<file path="src/rtl/cpu_pipe_pkg.sv">
// Shared definitions for the pipeline control-latch family: default control
// width, bit positions of each control signal and a named view of the bundle.
package cpu_pipe_pkg;

  localparam int CTRL_W_DEF = 7;

  // Bit positions inside the control bundle, packed LSB-first.
  localparam int CTRL_REGWRITE = 0;
  localparam int CTRL_MEMTOREG = 1;
  localparam int CTRL_JUMP     = 2;
  localparam int CTRL_JUMPREG  = 3;
  localparam int CTRL_BRANCH   = 4;
  localparam int CTRL_MEMREAD  = 5;
  localparam int CTRL_MEMWRITE = 6;

  // Named view of the 7-bit bundle; first member is the MSB, so regWrite
  // lands on bit 0 and matches the index constants above.
  typedef struct packed {
    logic memWrite;
    logic memRead;
    logic branch;
    logic jumpReg;
    logic jump;
    logic memtoReg;
    logic regWrite;
  } ctrlBundle_t;

endpackage

</file>
<file path="src/rtl/pipe_stage_slice.sv">
// One register stage of the control/data chain. Applies the flush > stall >
// load priority and keeps ctrl at zero whenever the stage holds a bubble.
module pipe_stage_slice
  import cpu_pipe_pkg::*;
#(
  parameter int CTRL_W = CTRL_W_DEF,
  parameter int DATA_W = 32
) (
  input  logic              clk,
  input  logic              reset,
  input  logic              stall,
  input  logic              flush,
  input  logic              srcValid,
  input  logic [CTRL_W-1:0] srcCtrl,
  input  logic [DATA_W-1:0] srcData,
  output logic              stageValid,
  output logic [CTRL_W-1:0] stageCtrl,
  output logic [DATA_W-1:0] stageData
);

  // Stage register: flush inserts a bubble, stall holds, otherwise load source.
  // NOTE: sequential state uses non-blocking assignments so every stage samples
  // its neighbour's pre-edge value, which is what makes the chain shift.
  always_ff @(posedge clk or negedge reset) begin
    if (!reset) begin
      stageValid <= 1'b0;
      stageCtrl  <= '0;
      stageData  <= '0;
    end else if (flush) begin
      // Payload is left as-is; only valid and ctrl define a bubble.
      stageValid <= 1'b0;
      stageCtrl  <= '0;
    end else if (!stall) begin
      stageValid <= srcValid;
      stageCtrl  <= srcValid ? srcCtrl : '0;
      stageData  <= srcData;
    end
  end

endmodule

</file>
<file path="src/rtl/ctrl_pipe_reg.sv">
// Parametrised pipeline register chain for a control bundle plus payload,
// with per-stage flush, global stall and a saturating bubble counter.
module ctrl_pipe_reg
  import cpu_pipe_pkg::*;
#(
  parameter int CTRL_W = CTRL_W_DEF,
  parameter int DATA_W = 32,
  parameter int DEPTH  = 1,
  parameter int CNT_W  = 16
) (
  input  logic              clk,
  input  logic              reset,
  input  logic              stall,
  input  logic [DEPTH-1:0]  flush,
  input  logic              in_valid,
  input  logic [CTRL_W-1:0] in_ctrl,
  input  logic [DATA_W-1:0] in_data,
  output logic              out_valid,
  output logic [CTRL_W-1:0] out_ctrl,
  output logic [DATA_W-1:0] out_data,
  input  logic              cnt_clr,
  output logic [CNT_W-1:0]  bubble_cnt
);

  if (DEPTH < 1 || DEPTH > 4) begin : gDepthCheck
    $fatal(1, "ctrl_pipe_reg: DEPTH must be within 1..4");
  end

  localparam logic [CNT_W-1:0] CNT_MAX = '1;

  logic              stgValid [DEPTH];
  logic [CTRL_W-1:0] stgCtrl  [DEPTH];
  logic [DATA_W-1:0] stgData  [DEPTH];

  for (genvar i = 0; i < DEPTH; i++) begin : gStage
    logic              srcValid;
    logic [CTRL_W-1:0] srcCtrl;
    logic [DATA_W-1:0] srcData;

    if (i == 0) begin : gHead
      assign srcValid = in_valid;
      assign srcCtrl  = in_ctrl;
      assign srcData  = in_data;
    end else begin : gBody
      assign srcValid = stgValid[i-1];
      assign srcCtrl  = stgCtrl[i-1];
      assign srcData  = stgData[i-1];
    end

    pipe_stage_slice #(
      .CTRL_W (CTRL_W),
      .DATA_W (DATA_W)
    ) uSlice (
      .clk        (clk),
      .reset      (reset),
      .stall      (stall),
      .flush      (flush[i]),
      .srcValid   (srcValid),
      .srcCtrl    (srcCtrl),
      .srcData    (srcData),
      .stageValid (stgValid[i]),
      .stageCtrl  (stgCtrl[i]),
      .stageData  (stgData[i])
    );
  end

  assign out_valid = stgValid[DEPTH-1];
  assign out_ctrl  = stgCtrl[DEPTH-1];
  assign out_data  = stgData[DEPTH-1];

  // Bubble counter: clear wins, otherwise count unstalled empty output cycles
  // and stop at the all-ones value.
  always_ff @(posedge clk or negedge reset) begin
    if (!reset) begin
      bubble_cnt <= '0;
    end else if (cnt_clr) begin
      bubble_cnt <= '0;
    end else if (!stall && !out_valid && bubble_cnt != CNT_MAX) begin
      bubble_cnt <= bubble_cnt + CNT_W'(1);
    end
  end

endmodule

</file>
<file path="config.mk">
export PLATFORM = sky130hd
export DESIGN_NAME = ctrl_pipe_reg
export DESIGN_NICKNAME = d
export VERILOG_FILES = /design/src/rtl/cpu_pipe_pkg.sv /design/src/rtl/pipe_stage_slice.sv /design/src/rtl/ctrl_pipe_reg.sv
export SDC_FILE = /design/constraint.sdc
export NUM_CORES = 1
export LEC_CHECK = 0
export CORE_ASPECT_RATIO = 1.75
export CORE_MARGIN = 5
export CORE_UTILIZATION = 43
export CTS_BUF_LIST = sky130_fd_sc_hd__clkbuf_16
export DETAILED_ROUTE_END_ITERATION = 10
export PLACE_DENSITY = 0.83
export SYNTH_ARGS = -nofsm -noshare
export SYNTH_HDL_FRONTEND = slang
export SYNTH_SLANG_ARGS = --single-unit
</file>
<file path="constraint.sdc">
create_clock -name clk -period 2.79 [get_ports clk]
set_clock_uncertainty 0.15 [all_clocks]
set_input_delay 0.4185 -clock clk [delete_from_list [all_inputs] [get_ports clk]]
set_output_delay 0.4185 -clock clk [all_outputs]
set_load 0.02 [all_outputs]
</file>
==> results.ini, run 1 <==
[timing]
setup_viol = 0
fmax_mhz = 477
period_needed_ps = 2090
slew_viol_final = 0
worst_pin_slew_ps = 899
hold_viol_final = 0
grt_setup_unrepaired = false
slew_headroom = 0.401
tns_ps = 0
fin_ws_ps = 695
finalCritPeriodShare = 0.751

[grt]
grt_max_degree = 42
grt_pass1_vias = 2058
grt_first_pass_wirelength_um = 9890
grt-ovfl-total = 0
antenna_found_initial = 0
track_usage = 0.178

[die]
die-height_um = 110
dieArea_um2 = 7400
core.rowCount = 36
initial_utilization = 0.441
boundaryPins = 101
die_w_um = 67.2
coreArea_um2 = 5590

[clock_network]
hold_buffers = 0
clockBufferDepth = 2
post_cts_resized = 0
post_cts_buffers = 0
clkLatencyLatePin_ps = 290
clkTransAtPathRegs_ps = 70
cts_buffers = 5
cts-root-buf = clkbuf_16
htreeDepth = 2
cts_tree = yes
clkSinkCount = 56

[drt]
vias = 2017
wl_per_cell_um = 16.2
viasPerCell = 5.25
dr_wl_met3_um = 305
drc = 0
postRouteWirelength_um = 6230
wl_met1_um = 2000
drtIter0Drc = 169
ant_nets = 0
dr.pass1.iters = 4
highest_layer = met4
wl_met2_um = 3800

[critical_path]
slowest_delay_ps = 440
crit_family = simple AND/OR/NAND/NOR gates
startpoint_type = flop
end_kind = flop
timing.rr.end = bubble_cnt[9]$_DFFE_PN0P_
critical_path_class = flop to flop
cp_max_fo = 20
required_ps = 2820
cp_num_buf_inv = 0
r2r_slack_ps = 700
cp.arrival_ps = 2120
crit_chain = ha_1 -> and4_1 -> and4_4 -> nor4_1 -> mux2_2
reg2regPathDepth = 5
cp_slowest_cell = dfrtp_1
r2r-start = bubble_cnt[0]$_DFFE_PN0P_

[placement]
pre_cts_ws_ps = 459
numPortBuffers = 100
gp_congestion = 0.764
dp.final_hpwl_um = 4740

[logic_synthesis]
yosys-top-cells-area = dfrtp_1, mux2_2, a21oi_1, nor2_1, o31ai_1
synthTopCellsByCount = dfrtp_1, mux2_2, nor2_1, a21oi_1, nand2_1
synth-edff-count = 0
async_flop_share = 1.00
yosysTopAreaCell = dfrtp_1
netlist_instances = 208
synthFlopType = dfrtp_1
syn_avg_cell_area_um2 = 11.8
yosys_register_bits = 56
netlist.area_leader.share = 0.569
synth_warnings = 0
synth_cell_types = 24
syn_area_um2 = 2460
synth_seq_area_share = 0.569
yosysMostFrequentCell = dfrtp_1
synth_nets = 254

[power_and_ir_drop]
ir_drop_mv = 0.570
power_density_nw_per_um2 = 562
leakagePower_nw = 1.49

[hold_path]
hp-class = primary input to async pin

[flow_run]
cap_viol_max_count = 0

[cells_and_area]
layout-drive-gt1-share = 0.172
num-nets-final = 353
diodes = 0
area_delta_synth_final_pct = 49.7

[status]
status = complete, no violations

## worst max-delay path by stage
stage / from / end / slack, ps / cells after the start
4_1_cts: bubble_cnt[0]$_DFFE_PN0P_ / bubble_cnt[9]$_DFFE_PN0P_ / 690 / 5
6_report: bubble_cnt[0]$_DFFE_PN0P_ / bubble_cnt[9]$_DFFE_PN0P_ / 700 / 5
3_3_place_gp: stall / bubble_cnt[8]$_DFFE_PN0P_ / 540 / 5
3_5_place_dp: stall / bubble_cnt[9]$_DFFE_PN0P_ / 460 / 4
5_1_grt: bubble_cnt[0]$_DFFE_PN0P_ / bubble_cnt[13]$_DFFE_PN0P_ / 520 / 5
2_1_floorplan: bubble_cnt[0]$_DFFE_PN0P_ / bubble_cnt[13]$_DFFE_PN0P_ / 700 / 6
## cells by family after synthesis
kind of cell / Yosys count / share of synthesized area
simple gates: 68 / 0.153
fa+ha+maj: 1 / 0.00508
compound gates: 32 / 0.0762
buf+inv: 15 / 0.0320
flops: 56 / 0.569
mux: 36 / 0.165
## sequential cells by signal, summed over array words and instances, names as in the netlist
name	flops
gStage.uSlice.stageCtrl	7
gStage.uSlice.stageValid	1
gStage.uSlice.stageData	32
bubble_cnt	16
## power breakdown
group	internal, mW	switching (mW)	leakage [nW]	total [mW]
combinational	0.247	0.207	0.699	0.454
clock	0.419	0.271	0.0850	0.690
sequential	0.887	0.0402	0.707	0.927
## stage by stage
stage               power (mW)   util  std cells  hold slack, ps  area (um2)
CTS                       2.10  0.660        384             141        3690
global route              2.17  0.660        384             192        3690
global placement          1.39  0.631        376             339        3520
floorplan                 1.14      -        208           -27.1        2460
finish                    2.07  0.660        384             103        3690
detailed placement        1.40  0.631        376             345        3520
## worst reg2reg max path, stage by stage, from the launching register on
cell,delay (ps)
dfrtp_1,440
ha_1,290
and4_1,220
and4_4,240
nor4_1,260
mux2_2,380
## metal layers
layer | track usage | up-vias
li1 | - | 945
met1 | 0.176 | 1003
met2 | 0.345 | 57
met3 | 0.0446 | 12
met4 | 0.0653 | 0
met5 | 0 | -
## area by class of cell
class                   instances  area, um2
clock buffers                   5        125
clock inverters                 3       38.8
fillers                       497       1900
inverters                       2       7.51
multi-input cells             137        986
flip-flops and latches         56       1400
well taps                      76       95.1
repair buffers                105       1030
## placed cells by master (no fill, tap or decap), types with 2 or more instances in the layout
cell type / count
a21oi_1: 18
buf_4: 5
clkbuf_16: 5
dfrtp_1: 56
nor4_1: 4
clkdlybuf4s50_1: 99
nor2_1: 18
o21ai_0: 3
or3_1: 3
or4_1: 8
and3_1: 2
nand2_1: 12
mux2_2: 36
o31ai_1: 9
a22oi_1: 2
inv_1: 3
and4_1: 4
and4_4: 2
nor2b_1: 5
nand3_1: 6
No activity file was read; power rests on OpenSTA's default activity.
==> run 2, diff against run 1 <==
==> constraint.sdc (replaced) <==
create_clock -name clk -period 2.1 [get_ports clk]
set_clock_uncertainty 0.15 [all_clocks]
set_input_delay 0.315 -clock clk [delete_from_list [all_inputs] [get_ports clk]]
set_output_delay 0.315 -clock clk [all_outputs]
set_load 0.02 [all_outputs]
==> results.ini, run 2 (synthesis gave the netlist of run 1 again) <==
[critical_path]
startpoint_type = flop
critical_path_class = flop to flop
r2r-start = bubble_cnt[1]$_DFFE_PN0P_
reg2regPathDepth = 5  ; unchanged
required_ps = 2130  ; -690 ps
timing.rr.end = bubble_cnt[13]$_DFFE_PN0P_
r2r_slack_ps = 120  ; -580 ps
crit_chain = ha_1 -> and4_1 -> and4_4 -> nor4_1 -> mux2_2
cp_slowest_cell = dfrtp_1
end_kind = flop
cp_max_fo = 20  ; unchanged
cp.arrival_ps = 2010  ; -110 ps
slowest_delay_ps = 420  ; -20 ps

[cells_and_area]
design_area_um2 = 3720  ; +0.95%
area_delta_synth_final_pct = 51.1
largest_reg_flops = 32  ; unchanged
num-nets-final = 358  ; +1.4%
reg.largest.list = gStage.uSlice.stageData x32, bubble_cnt x16, gStage.uSlice.stageCtrl x7
fill_cells = 486  ; -2.2%
final_common_cell = clkdlybuf4s50_1
final_cell_mix = clkdlybuf4s50_1, dfrtp_1, mux2_2
multi_input_area_um2 = 986  ; unchanged
regMostFlops = gStage.uSlice.stageData
seqCellArea_um2 = 1400  ; unchanged
layout-drive-gt1-share = 0.179  ; +0.00741
diodes = 0  ; unchanged

[placement]
gp_congestion = 0.814  ; +6.6%
placed_cell_area_um2 = 3580  ; +1.6%
pre_cts_ws_ps = -113  ; -573 ps
numPortBuffers = 100  ; unchanged
dp.final_hpwl_um = 4750  ; +0.30%

[drt]
dr.pass1.iters = 4  ; unchanged
drc = 0  ; unchanged
wl_per_cell_um = 16.1  ; -0.70%
postRouteWirelength_um = 6250  ; +0.34%
drtIter0Drc = 96  ; -43%
vias = 1992  ; -1.2%
ant_nets = 0  ; unchanged
viasPerCell = 5.13  ; -2.3%

[timing]
slew_headroom = 0.743  ; +0.342
slew_viol_final = 0  ; unchanged
setup_viol = 0  ; unchanged
grt_setup_unrepaired = false
fin_ws_ps = 116  ; -580 ps
fmax_mhz = 504  ; +5.6%
worst_pin_slew_ps = 386  ; -513 ps
finalCritPeriodShare = 0.945  ; +0.194
period_needed_ps = 1980  ; -110 ps
tns_ps = 0  ; unchanged
hold_viol_final = 0  ; unchanged

[die]
boundaryPins = 101  ; unchanged
initial_utilization = 0.441  ; unchanged
coreArea_um2 = 5590  ; unchanged
die-height_um = 110  ; unchanged
core.rowCount = 36  ; unchanged
die_w_um = 67.2  ; unchanged
dieArea_um2 = 7400  ; unchanged

[clock_network]
cts_buffers = 5  ; unchanged
clkLatencyLatePin_ps = 290  ; about the same
cts_tree = yes
post_cts_buffers = 0  ; unchanged
cts-root-buf = clkbuf_16
clockBufferDepth = 2  ; unchanged
clkSinkCount = 56  ; unchanged
htreeDepth = 2  ; unchanged
clkTransAtPathRegs_ps = 70  ; about the same

[grt]
grt_pass1_vias = 2097  ; +1.9%
grt_first_pass_wirelength_um = 9760  ; -1.4%
track_usage = 0.175  ; -0.00334
grt_max_degree = 57  ; +36%
antenna_found_initial = 0  ; unchanged
grt-ovfl-total = 0  ; unchanged

[hold_path]
min_from = gStage[0].uSlice.stageData[20]$_DFFE_PN0P_
hp-class = flop to flop
hold-path-endpoint = gStage[0].uSlice.stageData[20]$_DFFE_PN0P_
min_path_cells = 1

[flow_run]
cap_viol_max_count = 0  ; unchanged

[power_and_ir_drop]
leakagePower_nw = 1.51  ; +1.2%
power_density_nw_per_um2 = 705  ; +25%
ir_drop_mv = 0.742  ; +30%

[status]
status = complete, no violations

[run 2: worst max-delay path: cells and delay by family, from the launching register on]
family,cells,cell delay [ps]
and+or+nand+nor,3,720
DFF,1,420
muxes,1,370
adders and majority gates,1,210
[run 2: per-stage QoR]
step | std cells | util | hold WS [ps] | total power [mW]
floorplan | 208 | - | -131 | 1.51
global placement | 380 | 0.641 | 188 | 1.86
detailed placement | 380 | 0.641 | 194 | 1.87
CTS | 388 | 0.666 | 360 | 2.67
global route | 388 | 0.666 | 375 | 2.75
finish | 388 | 0.666 | 355 | 2.62
[run 2: layout make-up]
| cell class | instances | area share |
|---|---|---|
| timing repair buffer | 110 | 0.295 |
| clock inverter | 2 | 0.00235 |
| multi-input combinational | 137 | 0.265 |
| tap | 76 | 0.0255 |
| sequential | 56 | 0.376 |
| inverter | 2 | 0.00202 |
| clock buffer | 5 | 0.0336 |
[run 2: worst max-delay path by stage]
stage                                    startpoint                          to  depth (start not counted)
final                     bubble_cnt[1]$_DFFE_PN0P_  bubble_cnt[13]$_DFFE_PN0P_                          5
after detailed placement                      stall  bubble_cnt[15]$_DFFE_PN0P_                          4
after global placement                        stall  bubble_cnt[13]$_DFFE_PN0P_                          4
after global routing      bubble_cnt[1]$_DFFE_PN0P_  bubble_cnt[13]$_DFFE_PN0P_                          5
after floorplan           bubble_cnt[0]$_DFFE_PN0P_  bubble_cnt[13]$_DFFE_PN0P_                          6
after CTS                 bubble_cnt[1]$_DFFE_PN0P_  bubble_cnt[15]$_DFFE_PN0P_                          5
[run 2: per-layer routing]
layer  share of wire  vias up  routed length (um)  GRT usage
met2            0.59       59                3720      0.327
met3           0.048       10                 301     0.0406
met4           0.023        0                 142     0.0784
li1                -      958                   -          -
met5               0        -                   0          0
met1            0.33      965                2090      0.179
[run 2: report_power, final]
group	leakage, nW	internal (mW)	switching [mW]	total (mW)
logic	0.731	0.339	0.280	0.619
registers	0.707	1.18	0.0509	1.23
clock network	0.0709	0.429	0.346	0.776
total	1.51	1.95	0.677	2.62
[run 2: repair_timing]
| action | 4_1_cts | 5_1_grt |
|---|---|---|
| resized for setup | 0 | 0 |
| hold buffers | 1 | 0 |
| endpoints found under the setup margin | 0 | 0 |
| hold endpoints to repair | 56 | 0 |
